[config.mk]
export PLATFORM = sky130hd
export DESIGN_NAME = sd_init_seq
export DESIGN_NICKNAME = d
export VERILOG_FILES = /design/src/rtl/sd_init_seq.sv
export SDC_FILE = /design/constraint.sdc
export NUM_CORES = 1
export LEC_CHECK = 0
export CORE_ASPECT_RATIO = 0.9
export CORE_MARGIN = 4
export CORE_UTILIZATION = 43
export DETAILED_ROUTE_END_ITERATION = 12
export GPL_TIMING_DRIVEN = 1
export HOLD_SLACK_MARGIN = 0.06
export PLACE_DENSITY = 0.82
export SLEW_MARGIN = 20
export SYNTH_ARGS = -nofsm -noshare
export SYNTH_HDL_FRONTEND = slang
export SYNTH_SLANG_ARGS = --single-unit
[constraint.sdc]
create_clock -name clk -period 2.4 [get_ports clk]
set_input_delay 0.72 -clock clk [delete_from_list [all_inputs] [get_ports clk]]
set_output_delay 0.72 -clock clk [all_outputs]
set_load 0.01 [all_outputs]
[src/rtl/sd_init_seq.sv]
`timescale 1ns/1ps
// SPI-mode SD card power-up sequencer: sends the 0xFF dummy bytes directly on the SPI bus, then steps
// the command engine through CMD0, CMD8, CMD55/ACMD41 and CMD16 and reports the outcome.
module sd_init_seq #(
    parameter int DUMMY_BYTES  = 10,
    parameter int CMD0_TRIES   = 8,
    parameter int ACMD41_TRIES = 1000,
    parameter int WAIT_TIMEOUT = 1_000_000
) (
    input  logic        clk,
    input  logic        reset,
    input  logic        start,
    output logic        busy,
    output logic        done,
    output logic        error,
    output logic [2:0]  err_code,
    output logic        card_v2,
    output logic        cmd_w,
    output logic [47:0] cmd,
    input  logic        cmd_busy,
    input  logic [39:0] cmd_resp,
    output logic        sel,
    output logic        spi_cs,
    output logic        spi_w,
    output logic [7:0]  spi_data,
    input  logic        spi_busy
);
    localparam int BW = $clog2(DUMMY_BYTES + 1);
    localparam int CW = $clog2(CMD0_TRIES + 1);
    localparam int AW = $clog2(ACMD41_TRIES + 1);
    localparam int WW = $clog2(WAIT_TIMEOUT + 1);
    localparam logic [BW-1:0] BYTE_LAST = BW'(DUMMY_BYTES - 1);
    localparam logic [CW-1:0] CMD0_LAST = CW'(CMD0_TRIES - 1);
    localparam logic [AW-1:0] ACMD_LAST = AW'(ACMD41_TRIES - 1);
    localparam logic [WW-1:0] WDOG_LAST = WW'(WAIT_TIMEOUT - 1);

    typedef enum logic [3:0] {
        S_IDLE, S_DUMMY_W, S_DUMMY_WAIT, S_ISSUE, S_CMD_START, S_CMD_DONE, S_EVAL, S_DONE, S_ERROR
    } state_t;
    typedef enum logic [2:0] {STEP_CMD0, STEP_CMD8, STEP_CMD55, STEP_ACMD41, STEP_CMD16} step_t;

    function automatic logic [47:0] frame_for(input step_t step, input logic v2);
        logic [47:0] f;
        case (step)
            STEP_CMD0:   f = 48'h40_00000000_95;
            STEP_CMD8:   f = 48'h48_000001AA_87;
            STEP_CMD55:  f = 48'h77_00000000_65;
            STEP_ACMD41: f = v2 ? 48'h69_40000000_77 : 48'h69_00000000_E5;
            STEP_CMD16:  f = 48'h50_00000200_15;
            default:     f = 48'h40_00000000_95;
        endcase
        return f;
    endfunction

    state_t        state_q, state_d;
    step_t         step_q, step_d;
    logic [BW-1:0] byte_cnt_q, byte_cnt_d;
    logic [CW-1:0] cmd0_cnt_q, cmd0_cnt_d;
    logic [AW-1:0] acmd_cnt_q, acmd_cnt_d;
    logic [WW-1:0] wdog_q, wdog_d;
    logic          spi_seen_q, spi_seen_d;
    logic          busy_q, busy_d, done_q, done_d, error_q, error_d;
    logic [2:0]    err_code_q, err_code_d;
    logic          card_v2_q, card_v2_d, cmd_w_q, cmd_w_d;
    logic [47:0]   cmd_q, cmd_d;
    logic          sel_q, sel_d, spi_cs_q, spi_cs_d, spi_w_q, spi_w_d;

    logic [7:0]    r1_s;
    logic [11:0]   echo_s;
    logic          fail_s, wait_s, abort_s, resp_unused_s;
    logic [2:0]    fail_code_s;

    assign r1_s          = cmd_resp[39:32];
    assign echo_s        = cmd_resp[11:0];
    assign resp_unused_s = ^cmd_resp[31:12];

    // Next-state and next-output logic for the whole sequencer.
    always_comb begin
        state_d     = state_q;
        step_d      = step_q;
        byte_cnt_d  = byte_cnt_q;
        cmd0_cnt_d  = cmd0_cnt_q;
        acmd_cnt_d  = acmd_cnt_q;
        wdog_d      = {WW{1'b0}};
        spi_seen_d  = spi_seen_q;
        busy_d      = busy_q;
        done_d      = done_q;
        error_d     = error_q;
        err_code_d  = err_code_q;
        card_v2_d   = card_v2_q;
        cmd_w_d     = 1'b0;
        cmd_d       = cmd_q;
        sel_d       = sel_q;
        spi_cs_d    = 1'b1;
        spi_w_d     = 1'b0;
        fail_s      = 1'b0;
        fail_code_s = 3'd0;

        case (state_q)
            S_IDLE, S_DONE, S_ERROR: begin
                if (start) begin
                    state_d    = S_DUMMY_W;
                    step_d     = STEP_CMD0;
                    byte_cnt_d = {BW{1'b0}};
                    cmd0_cnt_d = {CW{1'b0}};
                    acmd_cnt_d = {AW{1'b0}};
                    spi_seen_d = 1'b0;
                    busy_d     = 1'b1;
                    done_d     = 1'b0;
                    error_d    = 1'b0;
                    err_code_d = 3'd0;
                    card_v2_d  = 1'b0;
                    sel_d      = 1'b1;
                    spi_w_d    = 1'b1;
                end else begin
                    state_d = state_q;
                end
            end
            S_DUMMY_W: begin
                spi_seen_d = 1'b0;
                state_d    = S_DUMMY_WAIT;
            end
            S_DUMMY_WAIT: begin
                // A byte is finished only after busy has been seen high and has dropped again.
                if (!spi_seen_q) begin
                    spi_seen_d = spi_busy;
                end else if (!spi_busy) begin
                    byte_cnt_d = byte_cnt_q + BW'(1);
                    if (byte_cnt_q == BYTE_LAST) begin
                        sel_d   = 1'b0;
                        step_d  = STEP_CMD0;
                        state_d = S_ISSUE;
                    end else begin
                        spi_w_d = 1'b1;
                        state_d = S_DUMMY_W;
                    end
                end else begin
                    spi_seen_d = 1'b1;
                end
            end
            S_ISSUE: begin
                if (!cmd_busy) begin
                    cmd_d   = frame_for(step_q, card_v2_q);
                    cmd_w_d = 1'b1;
                    state_d = S_CMD_START;
                end else begin
                    state_d = S_ISSUE;
                end
            end
            S_CMD_START: begin
                if (cmd_busy) begin
                    state_d = S_CMD_DONE;
                end else begin
                    state_d = S_CMD_START;
                end
            end
            S_CMD_DONE: begin
                if (!cmd_busy) begin
                    state_d = S_EVAL;
                end else begin
                    state_d = S_CMD_DONE;
                end
            end
            S_EVAL: begin
                state_d = S_ISSUE;
                case (step_q)
                    STEP_CMD0: begin
                        if (r1_s == 8'h01) begin
                            step_d = STEP_CMD8;
                        end else if (cmd0_cnt_q == CMD0_LAST) begin
                            fail_s = 1'b1; fail_code_s = 3'd1;
                        end else begin
                            cmd0_cnt_d = cmd0_cnt_q + CW'(1);
                        end
                    end
                    STEP_CMD8: begin
                        // Illegal-command R1 marks a v1 card; otherwise the voltage echo must match.
                        if (r1_s[2]) begin
                            card_v2_d = 1'b0; step_d = STEP_CMD55;
                        end else if (r1_s == 8'h01 && echo_s == 12'h1AA) begin
                            card_v2_d = 1'b1; step_d = STEP_CMD55;
                        end else begin
                            fail_s = 1'b1; fail_code_s = 3'd2;
                        end
                    end
                    STEP_CMD55: begin
                        if (r1_s[7:1] != 7'd0) begin
                            fail_s = 1'b1; fail_code_s = 3'd4;
                        end else begin
                            step_d = STEP_ACMD41;
                        end
                    end
                    STEP_ACMD41: begin
                        if (r1_s == 8'h00) begin
                            step_d = STEP_CMD16;
                        end else if (r1_s == 8'h01 && acmd_cnt_q == ACMD_LAST) begin
                            fail_s = 1'b1; fail_code_s = 3'd3;
                        end else if (r1_s == 8'h01) begin
                            acmd_cnt_d = acmd_cnt_q + AW'(1);
                            step_d     = STEP_CMD55;
                        end else begin
                            fail_s = 1'b1; fail_code_s = 3'd4;
                        end
                    end
                    STEP_CMD16: begin
                        if (r1_s == 8'h00) begin
                            state_d = S_DONE; done_d = 1'b1; busy_d = 1'b0;
                        end else begin
                            fail_s = 1'b1; fail_code_s = 3'd5;
                        end
                    end
                    default: begin
                        fail_s = 1'b1; fail_code_s = 3'd4;
                    end
                endcase
            end
            default: state_d = S_IDLE;
        endcase

        wait_s  = (state_q == S_DUMMY_WAIT) || (state_q == S_CMD_START) || (state_q == S_CMD_DONE);
        abort_s = fail_s || (wait_s && state_d == state_q && wdog_q == WDOG_LAST);
        if (abort_s) begin
            state_d    = S_ERROR;
            error_d    = 1'b1;
            err_code_d = fail_s ? fail_code_s : 3'd6;
            busy_d     = 1'b0;
            sel_d      = 1'b0;
            spi_w_d    = 1'b0;
        end else if (wait_s && state_d == state_q) begin
            wdog_d = wdog_q + WW'(1);
        end else begin
            wdog_d = {WW{1'b0}};
        end
    end

    // Sequencer registers; reset parks everything in IDLE with the SPI bus owned here and CS high.
    always_ff @(posedge clk) begin
        if (reset) begin
            state_q    <= S_IDLE;
            step_q     <= STEP_CMD0;
            byte_cnt_q <= {BW{1'b0}};
            cmd0_cnt_q <= {CW{1'b0}};
            acmd_cnt_q <= {AW{1'b0}};
            wdog_q     <= {WW{1'b0}};
            spi_seen_q <= 1'b0;
            busy_q     <= 1'b0;
            done_q     <= 1'b0;
            error_q    <= 1'b0;
            err_code_q <= 3'd0;
            card_v2_q  <= 1'b0;
            cmd_w_q    <= 1'b0;
            cmd_q      <= 48'h0;
            sel_q      <= 1'b1;
            spi_cs_q   <= 1'b1;
            spi_w_q    <= 1'b0;
        end else begin
            state_q    <= state_d;
            step_q     <= step_d;
            byte_cnt_q <= byte_cnt_d;
            cmd0_cnt_q <= cmd0_cnt_d;
            acmd_cnt_q <= acmd_cnt_d;
            wdog_q     <= wdog_d;
            spi_seen_q <= spi_seen_d;
            busy_q     <= busy_d;
            done_q     <= done_d;
            error_q    <= error_d;
            err_code_q <= err_code_d;
            card_v2_q  <= card_v2_d;
            cmd_w_q    <= cmd_w_d;
            cmd_q      <= cmd_d;
            sel_q      <= sel_d;
            spi_cs_q   <= spi_cs_d;
            spi_w_q    <= spi_w_d;
        end
    end

    assign busy     = busy_q;
    assign done     = done_q;
    assign error    = error_q;
    assign err_code = err_code_q;
    assign card_v2  = card_v2_q;
    assign cmd_w    = cmd_w_q;
    assign cmd      = cmd_q;
    assign sel      = sel_q;
    assign spi_cs   = spi_cs_q;
    assign spi_w    = spi_w_q;
    assign spi_data = 8'hFF;
endmodule

Word level (Yosys, flattened, before mapping)
Index checks and enable logic that the tools add are counted.
W data, S select, Z words.
Storage, ports and cells
  output and inout bits: 67
  flip-flop bits (word level): 104
  logic and storage cells: 192
Cells by class
  reductions and logical operators: 32
  eq/ne operators: 44
  muxes and demuxes: 92
  add/sub/neg operators: 4
  bitwise operators: 3
Operator list (count)
  $pmux W46 S4: 1
  $mux W3: 23
  $mux W10: 5
  $mux W4: 10
  $mux W39: 1
  $mux W1: 34
  $pmux W4 S7: 1
  $ne A2 B2 Y1 const B: 11
  $ne A3 B3 Y1 const B: 7
  $add A20 B1 Y20 const B: 1
  $eq A20 B20 Y1 const B: 1
  $eq A4 B3 Y1 const B: 5
  $pmux W10 S2: 1
  $pmux W4 S2: 2
  $pmux W3 S5: 1
  $eq A12 B9 Y1 const B: 1
  $ne A4 B4 Y1 const B: 3
  $pmux W3 S4: 1
  $reduce_and A4 Y1: 3
  $reduce_and A11 Y1: 1
  $add A10 B1 Y10 const B: 1
  $eq A10 B10 Y1 const B: 1
  $pmux W1 S2: 5
  $reduce_and A5 Y1: 2
  other kinds (28): 53

Logic depth before layout (Yosys ltp)
  depth after elaboration: 11
  mapped depth: 8
  gate-level depth less buffers: 8

Least setup slack after synthesis
Ideal clock, no wire load.
  path type: in2reg
  from: input port cmd_resp[37]
  to: register step_q[0]
  path slack: 0.080 ns
  stages: 6
  setup time: 0.086 ns
  data arrival time: 2.234 ns
  cells stage by stage: nor4_4 > nand2_4 > o31a_1 > a2111oi_4 > nand2_2 > a221oi_2
Between the ends
  word-level cells in the longest chain between the ends: 4
  elaborated cells on any way between the ends: 14
  classes of those cells: eq/ne: 6; mux: 3; reduce/logical: 5
Ends and longest elaborated chain
  from (decl): RTL line 21  | input logic [39:0] cmd_resp,
  $eq A8 B1 Y1 / $logic_not A8 Y1 (equally long branches)
  $logic_and A1 B1 Y1 (tied with other cells): RTL line 196  | end else if (r1_s == 8'h01 && acmd_cnt_q == ACMD_LAST) begin
  $ne A4 B4 Y1 (no source line) / $pmux W3 S4 (equally long branches)
  $reduce_and A11 Y1 (no source line) / $pmux W3 S3 (equally long branches)
  to (signal assigned): RTL line 258  | step_q <= step_d;
  to (decl): RTL line 56  | step_t step_q, step_d;
Several ways; a longest one is shown, not always the timed one.
A chain may end at the register's enable or synchronous reset.

Final worst setup path
  from: input port cmd_resp[38]
  to: register step_q[0]
The elaborated chain is that of the path after synthesis.

==> reports/metrics.csv <==
metric,value,unit
cts_max_path_buffers,2,
cts.htree.levels,3,
cts-buffers-inserted,9,
ys_seq_area_share,35.57,%
critPathMaxStageDelay,0.39,ns
seq_power_share,48.5,%
synth_area_leader_cell,dfxtp_1,
regArea,1341,sq um
grt_pass1_wl,15150,microns
path_cells,"dlygate4sd2_1, nor4_4, nand2_4, o31a_1, a2111oi_4, nand2_2, a221oi_2",
ff2ff_path_depth,7,
power.share.clock,40.2,%
clk_latency,0.35,ns
die_w,106.7,microns
skew,0.007868,ns
die_area,10330,sq um
fin_util,56.38,%
crit_slowest_cell,a2111oi_4,
diodes,0,
clock_sinks,67,
final_common_cell,dfxtp_1,
p_leak,1.808,nW
layout_common_cells,"dfxtp_1, nor2_1, buf_4",
avgRoutedWirePerCell,13.95,microns
criticalPathCategory,input port to flip-flop,
grt_usage,17.65,%
synthTopCellsByArea,"dfxtp_1, buf_4, nor2_1",
max_freq,0.4321,GHz
drive_above_1_share,15.90,%
ir_worst_vdd,0.3320,mV
detail_route.vias_per_cell,5.219,
final_nets,592,
grt_pass1_vias,3347,
comb_power_share,11.3,%
grt_max_degree,20,
powerDensity,482.8,nW/um^2
status,completed,
ys_seq_elements,67,
synthCells,461,
period_needed,2.314,ns
instances_no_fill,666,
cts_tree,done,
cp-start-kind,input port,
hpwl,6914,microns
ys_warn_count,0,
path_delay_family,compound AO/OA/AOI/OAI gates,
drtPass1Iterations,4,
p_sw,0.5880,mW
core-area,8568,sq um
cp_max_fo,5,
swShare,25.21,%
crit_required,2.67,ns
antenna_found_initial,0,
path_depth,7,
hold_violations,0,
synth_cell_types,66,
slew_violations,0,
crit_arrival,2.58,ns
port_buffers,55,
synth_edf_count,0,
avgSynthCellArea,8.180,sq um
drt-initial-drc-count,165,
syn_area,3771,sq um
syn_to_final_growth,28.10,%
vias,3476,
async_reset_ff_share,0,%
holdBufCountCts,0,
multi_input_area,2197,sq um
dp_cells,649,
fin_tns_setup,0,ns
fin_area,4831,sq um
drt-total-wl,9290,microns
start_util,44.01,%
clk_pin_slew,0.07,ns
p_total,2.333,mW
fillerInstances,748,
setup_viol,0,
row_count,32,
power.internal,1.745,mW
place_congestion,0.9207,
dpl-instance-area,4506,sq um
root_buffer,clkbuf_8,
period_share,96.42,%
synth_top_area_share,35.57,%
cap_violations,0,
hold_path.class,flip-flop to flip-flop,
overflow,0,
ys.flop_type,dfxtp_1,
drtAntennaViolNets,0,
cp-end-kind,flip-flop,
cp_num_buf_inv,1,
die_h,96.85,microns
route.detailed.drc,0,
ios,112,
hold_depth,2,
## cell type report
type	count	area share [%]
Multi-Input combinational cell	351	45.48
Sequential cell	67	27.76
Timing Repair Buffer	101	18.70
Tap cell	119	3.082
Clock buffer	12	3.004
Clock inverter	4	1.036
Inverter	12	0.9324
## state kept, by name (all words and copies together), names as in the netlist
name        cells
err_code        3
step_q          3
state_q         4
acmd_cnt_q     10
sel             1
card_v2         1
spi_seen_q      1
cmd            11
error           1
cmd_w           1
busy            1
wdog_q         20
done            1
spi_w           1
cmd0_cnt_q      4
byte_cnt_q      4
## stage by stage
stage | hold WS, ns | setup slack [ns]
after floorplan | 0.4414 | 0.08001
after global placement | 0.4395 | -0.4256
after detailed placement | 0.4480 | -0.4694
after CTS | 0.4586 | 0.01276
after global routing | 0.4952 | -0.001487
final | 0.4542 | 0.08586
## path summary, 6_finish.rpt
path          endpoint  slack, ns          start
min            cmd[38]       0.45        cmd[38]
max          step_q[0]       0.09   cmd_resp[38]
min reg2reg    cmd[38]       0.45        cmd[38]
max reg2reg  step_q[0]       0.25  acmd_cnt_q[0]
## power groups by stage
stage          clock network [mW]  registers, mW  logic, mW
5_1_grt                     0.999           1.13      0.286
3_5_place_dp                    0           1.16      0.256
4_1_cts                     0.955           1.13      0.256
2_1_floorplan                   0           1.16      0.169
6_report                    0.937           1.13      0.264
3_3_place_gp                    0           1.16      0.246
## synth_stat cells, types with 3 or more instances
| library cell | number |
|---|---|
| dfxtp_1 | 67 |
| nor2_1 | 61 |
| buf_4 | 46 |
| a21oi_1 | 32 |
| nand2_1 | 32 |
| nand3_1 | 23 |
| nor3_1 | 17 |
| xnor2_1 | 16 |
| clkbuf_1 | 12 |
| inv_1 | 12 |
| xor2_1 | 10 |
| o21ai_0 | 8 |
| or3_1 | 8 |
| and3_1 | 7 |
| mux2i_1 | 6 |
| nand3b_1 | 6 |
| nand4_1 | 6 |
| a31oi_1 | 5 |
| buf_2 | 5 |
| ha_1 | 5 |
| nor2b_1 | 5 |
| nand2b_1 | 4 |
| nor4_1 | 4 |
| o21a_1 | 4 |
| o21ai_1 | 4 |
| nor4_2 | 3 |
| nor4b_1 | 3 |
| nor4bb_1 | 3 |
## tightest hold or removal path: stages, from the launching register on
cell     delay (ns)
dfxtp_1        0.31
nand2_1        0.05
a21oi_1        0.05
## routing by layer
layer | up-vias | routed length [microns] | GRT usage (%)
li1 | 1697 | - | -
met3 | 15 | 740 | 5.404
met4 | 0 | 135 | 6.096
met1 | 1648 | 3866 | 21.21
met2 | 116 | 4547 | 29.72
met5 | - | 0 | 0
## cell families after synthesis
| logic type | Yosys count | share of synthesized area, % |
|---|---|---|
| xor+xnor | 26 | 6.038 |
| other cells | 2 | 0.1991 |
| buf+inv | 77 | 12.61 |
| mux | 6 | 1.593 |
| flops | 67 | 35.57 |
| compound gates | 78 | 13.90 |
| fa+ha+maj | 5 | 1.659 |
| simple gates | 200 | 28.43 |
## what timing repair did
action	in CTS	in global routing
endpoints found under the setup margin	14	9
buffers inserted	1	0
hold endpoints to repair	0	0
pin swaps	10	10
gates resized for setup	14	18
Power figures use the tool's default switching activity.
